===== src/rtl/pipe_stage_buf_if.sv =====
// Valid/ready payload bus between pipeline stages.
//   valid  producer -> consumer  entry on the bus is valid
//   ready  consumer -> producer  consumer takes the entry this cycle
//   data   producer -> consumer  data payload (operands, PC, immediates)
//   ctrl   producer -> consumer  control payload (RegWrite, MemWrite, ...)
// master = producer side, slave = consumer side.
interface pipe_stage_buf_if #(
  parameter int unsigned DATA_W = 32,
  parameter int unsigned CTRL_W = 12
);
  logic              valid;
  logic              ready;
  logic [DATA_W-1:0] data;
  logic [CTRL_W-1:0] ctrl;

  modport master (output valid, output data, output ctrl, input ready);
  modport slave  (input valid, input data, input ctrl, output ready);
endinterface


===== src/rtl/pipe_stage_buf.sv =====
// Parametrised pipeline stage register with valid/ready handshake, flush
// and an optional skid entry. An empty slot always presents ctrl = 0.
// Ports:
//   clk        clock, all state changes on posedge
//   reset      synchronous active-high reset (highest priority)
//   flush      drop every held entry; an accept in the same cycle is lost
//   in_if      upstream bus (slave): valid/data/ctrl in, ready out
//   out_if     downstream bus (master): head valid/data/ctrl out, ready in
//   occupancy  number of held entries (0..2; max 1 when SKID=0)
// Parameters:
//   DATA_W, CTRL_W  payload widths
//   SKID            1 = two entries, registered in_ready; 0 = one entry
//   CLR_DATA        1 = data registers also cleared on reset/flush
module pipe_stage_buf #(
  parameter int unsigned DATA_W   = 32,
  parameter int unsigned CTRL_W   = 12,
  parameter int unsigned SKID     = 1,
  parameter int unsigned CLR_DATA = 0
) (
  input  logic                    clk,
  input  logic                    reset,
  input  logic                    flush,
  pipe_stage_buf_if.slave         in_if,
  pipe_stage_buf_if.master        out_if,
  output logic [1:0]              occupancy
);

  typedef enum logic [1:0] {EMPTY, ONE, TWO} state_e;

  state_e            state_q;
  logic [DATA_W-1:0] head_data_q;
  logic [CTRL_W-1:0] head_ctrl_q;
  logic [DATA_W-1:0] skid_data_q;
  logic [CTRL_W-1:0] skid_ctrl_q;

  logic accept;
  logic consume;

  // With SKID=0 the TWO state is unreachable: in_ready is low whenever the
  // head is full and not being consumed, so the shared FSM never fills skid.
  always_comb begin
    if (SKID != 0) begin
      in_if.ready = (state_q != TWO);
    end else begin
      in_if.ready = (state_q == EMPTY) || out_if.ready;
    end
  end

  assign out_if.valid = (state_q != EMPTY);
  assign out_if.data  = head_data_q;
  // head_ctrl_q is cleared whenever the stage empties, so no gating needed.
  assign out_if.ctrl  = head_ctrl_q;

  always_comb begin
    case (state_q)
      ONE:     occupancy = 2'd1;
      TWO:     occupancy = 2'd2;
      default: occupancy = 2'd0;
    endcase
  end

  assign accept  = in_if.valid & in_if.ready;
  assign consume = out_if.valid & out_if.ready;

  always_ff @(posedge clk) begin
    if (reset || flush) begin
      state_q     <= EMPTY;
      head_ctrl_q <= '0;
      skid_ctrl_q <= '0;
      if (CLR_DATA != 0) begin
        head_data_q <= '0;
        skid_data_q <= '0;
      end
    end else begin
      case (state_q)
        EMPTY: begin
          if (accept) begin
            head_data_q <= in_if.data;
            head_ctrl_q <= in_if.ctrl;
            state_q     <= ONE;
          end
        end
        ONE: begin
          if (accept && consume) begin
            head_data_q <= in_if.data;
            head_ctrl_q <= in_if.ctrl;
          end else if (accept) begin
            skid_data_q <= in_if.data;
            skid_ctrl_q <= in_if.ctrl;
            state_q     <= TWO;
          end else if (consume) begin
            head_ctrl_q <= '0;
            state_q     <= EMPTY;
          end
        end
        TWO: begin
          if (consume) begin
            head_data_q <= skid_data_q;
            head_ctrl_q <= skid_ctrl_q;
            skid_ctrl_q <= '0;
            state_q     <= ONE;
          end
        end
        default: begin
          head_ctrl_q <= '0;
          skid_ctrl_q <= '0;
          state_q     <= EMPTY;
        end
      endcase
    end
  end

endmodule

===== src/flat_wrapper.sv =====
// flat-port wrapper written by rule: the top's interface ports become plain ports
module pipe_stage_buf_flat 
#(
  parameter int unsigned DATA_W   = 32,
  parameter int unsigned CTRL_W   = 12,
  parameter int unsigned SKID     = 1,
  parameter int unsigned CLR_DATA = 0
)
  (clk, reset, flush, occupancy, in_if_valid, in_if_data, in_if_ctrl, in_if_ready, out_if_valid, out_if_data, out_if_ctrl, out_if_ready);
  pipe_stage_buf_if #(.DATA_W(DATA_W), .CTRL_W(CTRL_W)) in_if_i ();
  pipe_stage_buf_if #(.DATA_W(DATA_W), .CTRL_W(CTRL_W)) out_if_i ();
  input  logic clk;
  input  logic reset;
  input  logic flush;
  output logic [1:0] occupancy;
  input wire logic [$bits(in_if_i.valid)-1:0] in_if_valid;
  input wire logic [$bits(in_if_i.data)-1:0] in_if_data;
  input wire logic [$bits(in_if_i.ctrl)-1:0] in_if_ctrl;
  output wire logic [$bits(in_if_i.ready)-1:0] in_if_ready;
  output wire logic [$bits(out_if_i.valid)-1:0] out_if_valid;
  output wire logic [$bits(out_if_i.data)-1:0] out_if_data;
  output wire logic [$bits(out_if_i.ctrl)-1:0] out_if_ctrl;
  input wire logic [$bits(out_if_i.ready)-1:0] out_if_ready;
  assign in_if_i.valid = in_if_valid;
  assign in_if_i.data = in_if_data;
  assign in_if_i.ctrl = in_if_ctrl;
  assign in_if_ready = in_if_i.ready;
  assign out_if_valid = out_if_i.valid;
  assign out_if_data = out_if_i.data;
  assign out_if_ctrl = out_if_i.ctrl;
  assign out_if_i.ready = out_if_ready;
  pipe_stage_buf #(.DATA_W(DATA_W), .CTRL_W(CTRL_W), .SKID(SKID), .CLR_DATA(CLR_DATA)) u_core (.clk(clk), .reset(reset), .flush(flush), .in_if(in_if_i), .out_if(out_if_i), .occupancy(occupancy));
endmodule

===== config.mk =====
export PLATFORM = sky130hd
export DESIGN_NAME = pipe_stage_buf_flat
export DESIGN_NICKNAME = d
export VERILOG_FILES = /design/src/rtl/pipe_stage_buf_if.sv /design/src/rtl/pipe_stage_buf.sv /design/src/flat_wrapper.sv
export SDC_FILE = /design/constraint.sdc
export NUM_CORES = 1
export LEC_CHECK = 0
export ABC_AREA = 0
export BUFFER_PORTS_ARGS = -buffer_cell sky130_fd_sc_hd__buf_2
export CAP_MARGIN = 25
export CORE_ASPECT_RATIO = 0.75
export CORE_MARGIN = 2
export CORE_UTILIZATION = 47
export CTS_BUF_LIST = sky130_fd_sc_hd__clkbuf_4 sky130_fd_sc_hd__clkbuf_8
export DETAILED_ROUTE_END_ITERATION = 6
export PLACE_DENSITY_LB_ADDON = 0.12
export SYNTH_ARGS = -nofsm -noshare
export SYNTH_HDL_FRONTEND = slang
export SYNTH_SLANG_ARGS = --single-unit

===== constraint.sdc =====
create_clock -name clk -period 3.4 [get_ports clk]
set_clock_uncertainty 0.15 [all_clocks]
set_input_delay 0.68 -clock clk [delete_from_list [all_inputs] [get_ports clk]]
set_output_delay 0.68 -clock clk [all_outputs]
set_load 0.1 [all_outputs]

# == Word level (Yosys, flattened, before mapping) ==
# Index checks and enable logic that the tools add are counted.
# totals
wordCells,50
ff_bits,90
output_inout_bits,48
input_bits,49
# op_classes
n_mux,19
n_reduce_logical,10
bitwise,5
eq_ne,11
# ops
op,n
two-way mux 32 bit,3
one-hot mux 32 bit (3 select lines),1
two-way mux 12 bit,6
one-hot mux 12 bit (3 select lines),2
AND reduction 4 bit,4
two-way mux 2 bit,5
"inequality test 2 x 1 -> 1 bit, second input constant",4
"inequality test 3 x 1 -> 1 bit, second input constant",2
one-hot mux 2 bit (3 select lines),1
AND reduction 5 bit,1
"inequality test 2 bit, second input constant",2
one-hot mux 2 bit (2 select lines),1
"inequality test 3 bit, second input constant",1
inverter 1 bit,3
nonzero test 3 bit,1
AND 1 bit,2
"== test 2 x 1 -> 1 bit, second input constant",1
"== test 2 bit, second input constant",1
logical NOT 2 bit,1
nonzero test 2 bit,1
logical AND 1 bit,1
logical OR 1 bit,1

# == Depth between registers and ports, before layout ==
# Gate-level depths: netlist (run 1).
# depth
ltp_word,6
mapped_depth,6

# == Least setup slack after synthesis (run 1) ==
# No wires, ideal clock.
# synth_path
kind,in2reg
from,input flush
to,"register u_core.head_data_q[0], in the netlist u_core.out_if.data[0], enable pin"
setup_ps,432
setup_slack_ps,-81
t_required_ps,2818
arrival_time_ps,2899
cell_stages,4
path_cell_list,or2_2 -> clkbuf_1 -> clkbuf_1 -> a21oi_1
# synth_via
elab_chain_cells,3
# synth_rtl
element,line,source
start: declaration,flat_wrapper.sv:14,input logic flush;
logical OR 1 bit,pipe_stage_buf.sv:66,if (reset || flush) begin
inverter 1 bit (no line),n/a,
AND reduction 5 bit (no line),n/a,
end signal: assignment,pipe_stage_buf.sv:78,head_data_q <= in_if.data;
end signal: assignment,pipe_stage_buf.sv:85,head_data_q <= in_if.data;
end signal: assignment,pipe_stage_buf.sv:98,head_data_q <= skid_data_q;
end: declaration,pipe_stage_buf.sv:31,logic [DATA_W-1:0] head_data_q;
# No other way between the ends.
# A chain may end at the register's enable or synchronous reset.

# == Worst setup path in the final report (run 1) ==
# layout_path
from,register u_core.state_q[1]
to,output occupancy[1]
# layout_via
elab_chain_cells,2
elab_cells_between_ends,3
classes_between,eq/ne: 2; mux: 1
# layout_rtl
element,line,source
start: declaration,pipe_stage_buf.sv:30,state_e state_q;
start signal: assignment,pipe_stage_buf.sv:67,state_q <= EMPTY;
start signal: assignment,pipe_stage_buf.sv:80,state_q <= ONE;
start signal: assignment,pipe_stage_buf.sv:90,state_q <= TWO;
== test 2 bit or == test 2 x 1 -> 1 bit (tied branches),pipe_stage_buf.sv:55,case (state_q)
one-hot mux 2 bit (2 select lines) *,pipe_stage_buf.sv:55,
end: declaration,flat_wrapper.sv:15,output logic [1:0] occupancy;
# Mark *: on every way between the ends. The rest lies on a longest branch, timed or not.

==> results.toml, run 1 <==
[power_and_ir_drop]
switchingPower_uw = 575
p_sw_frac = 0.270
comb_power_share = 0.119
power_density_mw_per_mm2 = 496
power_leakage_uw = 0.00159
p_int_uw = 1560
ir_drop_v = 0.000273
clkPwrFrac = 0.316
seq_power_share = 0.566

[sta]
finalHoldViolations = 0
setup_viol = 0
slew_violations = 0
slew_headroom = 0.444
min_period_ns = 2.67
fmax_ghz = 0.375
holdWs_ns = 0.346
timing.final.crit_share = 0.784
setup_tns_ns = 0
rsz0062_at_grt = "no"
setup_slack_ns = 0.734
tightest_slew_ns = 0.832

[layout]
layout-drive-gt1-share = 0.464
syn2layout_area_growth_pct = 21.0
fin_nets = 380
post-route-cell-area_mm2 = 0.00430
antenna_cells = 0

[clock_network]
cts_tree = "yes"
cts_hold_buf = 0
cts_resized = 0
clockBufferDepth = 2
cts.htree.levels = 3
cts_setup_buffers = 0
cts.clk_slew.worst_paths_ns = 0.09
cts.sinks = 90
clock_latency_ns = 0.34
cts-root-buf = "clkbuf_8"
cts_buffers = 9

[worst_setup_path]
startpoint_type = "flip-flop"
worst_r2r_path_depth = 3
critical_path_class = "reg2out"
critPathMaxFanout = 22
cpMaxStageDelayCell = "dfxtp_1"
crit_family = "flip-flops"
r2r_start = "u_core.state_q[1]"
max_stage_delay_ns = 0.76
worstReg2RegEnd = "u_core.out_if.data[12]"
r2r_slack_ns = 1.06
crit_path_end_kind = "primary output"
arrival_ns = 1.84
crit_required_ns = 2.57
path_cells = "nor2b_4 -> buf_2"
critPathBufInv = 1

[placement]
io_buffers = 96
place_area_mm2 = 0.00412
preCtsSetupSlack_ns = 0.875
finalWeightedCongestion = 0.718
hpwl_mm = 4.49

[yosys]
ys_seq_area_frac = 0.688
yosysWarnings = 0
ys_types = 29
syn_inst = 238
synth_area_mm2 = 0.00355
syn_avg_cell_area_um2 = 14.9
synth-seq-cells = 90
syn_nets = 287

[hold_path]
hp-start = "u_core.out_if.ctrl[9]"
min_delay_path_depth = 1
min_path_type = "reg2reg"
whs_endpoint = "u_core.out_if.ctrl[9]"

[detailed_routing]
dr.first_iter.drc_count = 115
dr.pass1.iters = 4
routedWlPerCell_um = 16.0
drtAntennaViolNets = 0
routed-via-count = 2279
viasPerCell = 5.22
wl_mm = 7.01
drc_errors = 0

[floorplanning]
die_height_um = 79.3
coreArea_mm2 = 0.00733
die-area_mm2 = 0.00828
fp.dieW_um = 104
fp-row-count = 27
io_pins = 97
initial_core_util = 0.485

[grt]
first_global_vias = 2266
grt.met1_usage = 0.260
grt_max_degree = 46
met2_usage = 0.259
grt_usage = 0.179
grt_pass1_wl_mm = 11.4
antenna_found_initial = 0
gr-max-usage-layer = "met1"
overflow = 0
grt.met3_usage = 0.0599

[job]
drv_cap = 0

[status]
status = "finished clean"
==> how the worst max path moves through the flow <==
stage	startpoint	end	slack (ns)	cells after the start
floorplan	u_core.state_q[1]	occupancy[0]	0.57	3
global placement	out_if_ready	u_core.skid_data_q[21]	0.93	4
detailed placement	out_if_ready	u_core.skid_data_q[21]	0.87	4
CTS	u_core.state_q[1]	occupancy[1]	0.71	2
global route	u_core.state_q[1]	occupancy[1]	0.64	2
finish	u_core.state_q[1]	occupancy[1]	0.73	2
==> placed cells by master (no fill, tap or decap), types with 4 or more instances in the layout <==
cell | Yosys | layout
edfxtp_1 | 64 | 64
clkbuf_8 | 0 | 10
buf_4 | 1 | 4
nand2_1 | 25 | 25
nand3b_1 | 13 | 13
a31oi_1 | 12 | 12
buf_2 | 8 | 96
a221o_1 | 12 | 12
mux2_2 | 32 | 32
dfxtp_1 | 26 | 26
and4_1 | 12 | 12
==> metal layers <==
metal  wire length [um]  share of wire
met5                  0              0
met4                 44         0.0063
met3                446          0.064
met2               3190           0.45
met1               3330           0.48
==> Yosys cell counts <==
cell      number  share of area
buf_6          1         0.0032
nand2b_1       1         0.0018
nor2_2         1         0.0018
and4bb_2       1         0.0035
edfxtp_1      64           0.54
nor3_1         1         0.0014
buf_2          8          0.011
nand3b_1      13          0.027
buf_4          1         0.0021
clkbuf_1       8         0.0085
o32ai_1        1         0.0025
a21oi_1        3         0.0042
and2_1         1         0.0018
or2_2          2         0.0035
and4_1        12          0.030
inv_1          1         0.0011
nor2_1         2         0.0021
or3_1          1         0.0018
a31oi_1       12          0.021
and3_1         1         0.0018
mux2i_1        1         0.0028
or2b_1         1         0.0021
o311a_4        1         0.0060
dfxtp_1       26           0.15
nor2b_1        4         0.0070
a221o_1       12          0.034
nand2_1       25          0.026
o21ai_2        1         0.0025
mux2_2        32           0.10
==> flip-flops by register name (all words and copies together) (netlist names) <==
| name | cells |
|---|---|
| u_core.out_if.ctrl | 12 |
| u_core.out_if.data | 32 |
| u_core.state_q | 2 |
| u_core.skid_data_q | 32 |
| u_core.skid_ctrl_q | 12 |
==> metrics by stage <==
| stage | util | total power, uW | instances |
|---|---|---|---|
| finish | 0.586 | 2130 | 437 |
| global route | 0.586 | 2210 | 437 |
| global placement | 0.562 | 1480 | 421 |
| floorplan | - | 1420 | 238 |
| CTS | 0.586 | 2150 | 437 |
| detailed placement | 0.562 | 1480 | 421 |
==> area by class of cell <==
type / count / area (um2)
fill: 601 / 3030
sequential: 90 / 2440
multi-input combinational: 129 / 1040
timing repair buffer: 100 / 510
clock buffer: 11 / 145
tap: 101 / 126
clock inverter: 5 / 35.0
inverter: 1 / 3.75
==> power groups by stage <==
| stage | clock, uW | sequential [uW] | combinational [uW] |
|---|---|---|---|
| floorplan | 0 | 1340 | 76.7 |
| global placement | 0 | 1230 | 251 |
| CTS | 690 | 1210 | 253 |
| finish | 673 | 1210 | 252 |
| global route | 734 | 1210 | 266 |
| detailed placement | 0 | 1230 | 252 |
==> logic make-up after synthesis <==
group	count (synthesis)	synth area share
flip-flops	90	0.688
AND/OR/NAND/NOR	66	0.112
multiplexers	33	0.104
AO/OA/AOI/OAI	30	0.0701
buffers and inverters	19	0.0261
(Power assumes the default switching activity.)
==> run 2: changes to the inputs <==
- clock period: 3.4 -> 2.2 ns (I/O delays scaled with it)
==> run 2 against run 1 <==
Compared with the run above: largest cell class unchanged; sequential share of layout area is 1.5 points lower; combinational power grew 60%; setup slack worse by 0.63 ns; sequential power increased by 54%; cell count increased by 1.6%; utilization increased by 1.7 points; highest routed layer unchanged; routed wire length is 0.77% higher.
==> results.toml, run 2 (same netlist as run 1, synthesis figures left out) <==
[power_and_ir_drop]
power_leakage_uw = 0.00164
ir_drop_v = 0.000428
power_density_mw_per_mm2 = 763
p_total_uw = 3370

[hold_path]
min_path_type = "in2reg"
whs_endpoint = "u_core.skid_data_q[8]"
hp-start = "in_if_data[8]"
min_delay_path_depth = 1

[clock_network]
cts.htree.levels = 3
cts_tree = "yes"
clock_latency_ns = 0.35
cts.clk_slew.worst_paths_ns = 0.09
cts.sinks = 90
clockBufferDepth = 2
cts_buffers = 9
cts-root-buf = "clkbuf_8"
cts_hold_buf = 0

[sta]
min_period_ns = 2.09
holdWs_ns = 0.126
finalHoldViolations = 0
slew_violations = 0
setup_tns_ns = 0
rsz0062_at_grt = "no"
slew_headroom = 0.667
setup_viol = 0
tightest_slew_ns = 0.500
fmax_ghz = 0.477
timing.final.crit_share = 0.952

[job]
drv_cap = 0

[status]
status = "finished clean"

[grt]
grt_pass1_wl_mm = 11.3
first_global_vias = 2214
antenna_found_initial = 0
grt_usage = 0.181
grt_max_degree = 33
overflow = 0

[worst_setup_path]
crit_path_end_kind = "primary output"
cpMaxStageDelayCell = "buf_2"
worst_r2r_path_depth = 3
worstReg2RegEnd = "u_core.out_if.data[1]"
path_cells = "buf_4 -> or2_2 -> buf_2"
startpoint_type = "flip-flop"
crit_required_ns = 1.61
arrival_ns = 1.50
r2r_start = "u_core.state_q[0]"
critPathMaxFanout = 20
r2r_slack_ns = 0.44
critical_path_class = "reg2out"
max_stage_delay_ns = 0.41

[floorplanning]
fp.dieW_um = 104
fp-row-count = 27
initial_core_util = 0.485
die_height_um = 79.3
die-area_mm2 = 0.00828
io_pins = 97
coreArea_mm2 = 0.00733

[placement]
dpl.cell_count = 428
finalWeightedCongestion = 0.774
io_buffers = 96
hpwl_mm = 4.81

[layout]
antenna_cells = 0
final_util = 0.603
fin_nets = 387
layout_common_cells = "94 x buf_2, 64 x edfxtp_1, 32 x mux2_2"
instances_no_fill = 444
layout-drive-gt1-share = 0.484
final_common_cell = "buf_2"
nFillCells = 610
syn2layout_area_growth_pct = 24.5

[detailed_routing]
wl_mm = 7.06
dr.first_iter.drc_count = 129
dr.pass1.iters = 4
routed-via-count = 2283
drc_errors = 0
routedWlPerCell_um = 15.9
drtAntennaViolNets = 0
viasPerCell = 5.14
## run 2: cell count changes in the layout (fill, tap and decap cells not counted), sizes merged
cell	before	now
clkinvlp	1	2
inv	5	0
clkbuf	11	10
buf	100	107
clkinv	0	4
bufinv	0	1
## run 2: cell type report
cell class                      instances  area (um2)  area share
Clock buffer                           10         131      0.0297
Clock inverter                          6        67.6      0.0153
Inverter                                1        7.51     0.00170
Multi-Input combinational cell        129        1040       0.235
Sequential cell                        90        2440       0.553
Tap cell                              101         126      0.0286
Timing Repair Buffer                  107         606       0.137
## run 2: report_power, final
part,internal (uW),switching [uW]
combinational,106,297
sequential,1850,15.7
clock,540,567
total,2490,879
## run 2: repair_timing
item,in CTS,in global routing
resized for setup,1,1
endpoints found under the hold margin,0,0
endpoints found under the setup margin,1,2
setup buffers,0,0
## run 2: how the worst max path moves through the flow
stage | start | end | slack, ns | cells after the start
2_1_floorplan | u_core.state_q[0] | in_if_ready | 0.004 | 5
3_3_place_gp | out_if_ready | u_core.out_if.ctrl[6] | 0.30 | 4
3_5_place_dp | out_if_ready | u_core.out_if.ctrl[6] | 0.27 | 4
4_1_cts | u_core.state_q[0] | out_if_valid | 0.02 | 2
5_1_grt | u_core.state_q[1] | out_if_valid | 0.01 | 3
6_report | u_core.state_q[1] | out_if_valid | 0.11 | 3
## run 2: routing by layer
layer | part of all wire | routed length [um] | track usage
met3 | 0.073 | 517 | 0.0698
met4 | 0.0079 | 56 | 0.0541
met1 | 0.49 | 3430 | 0.258
met5 | 0 | 0 | 0
met2 | 0.43 | 3060 | 0.254
## run 2: critical path, delay by kind of cell, from the launching register on
family                 cells  cell delay [ns]
buffers and inverters      2             0.65
flip-flops                 1             0.36
AND/OR/NAND/NOR            1             0.14
## run 2: per-stage QoR
stage / setup WS (ns) / instance area [um2]
CTS: 0.0205 / 4420
floorplan: 0.00360 / 3570
detailed placement: 0.266 / 4220
global route: 0.0143 / 4420
finish: 0.105 / 4420
global placement: 0.304 / 4220
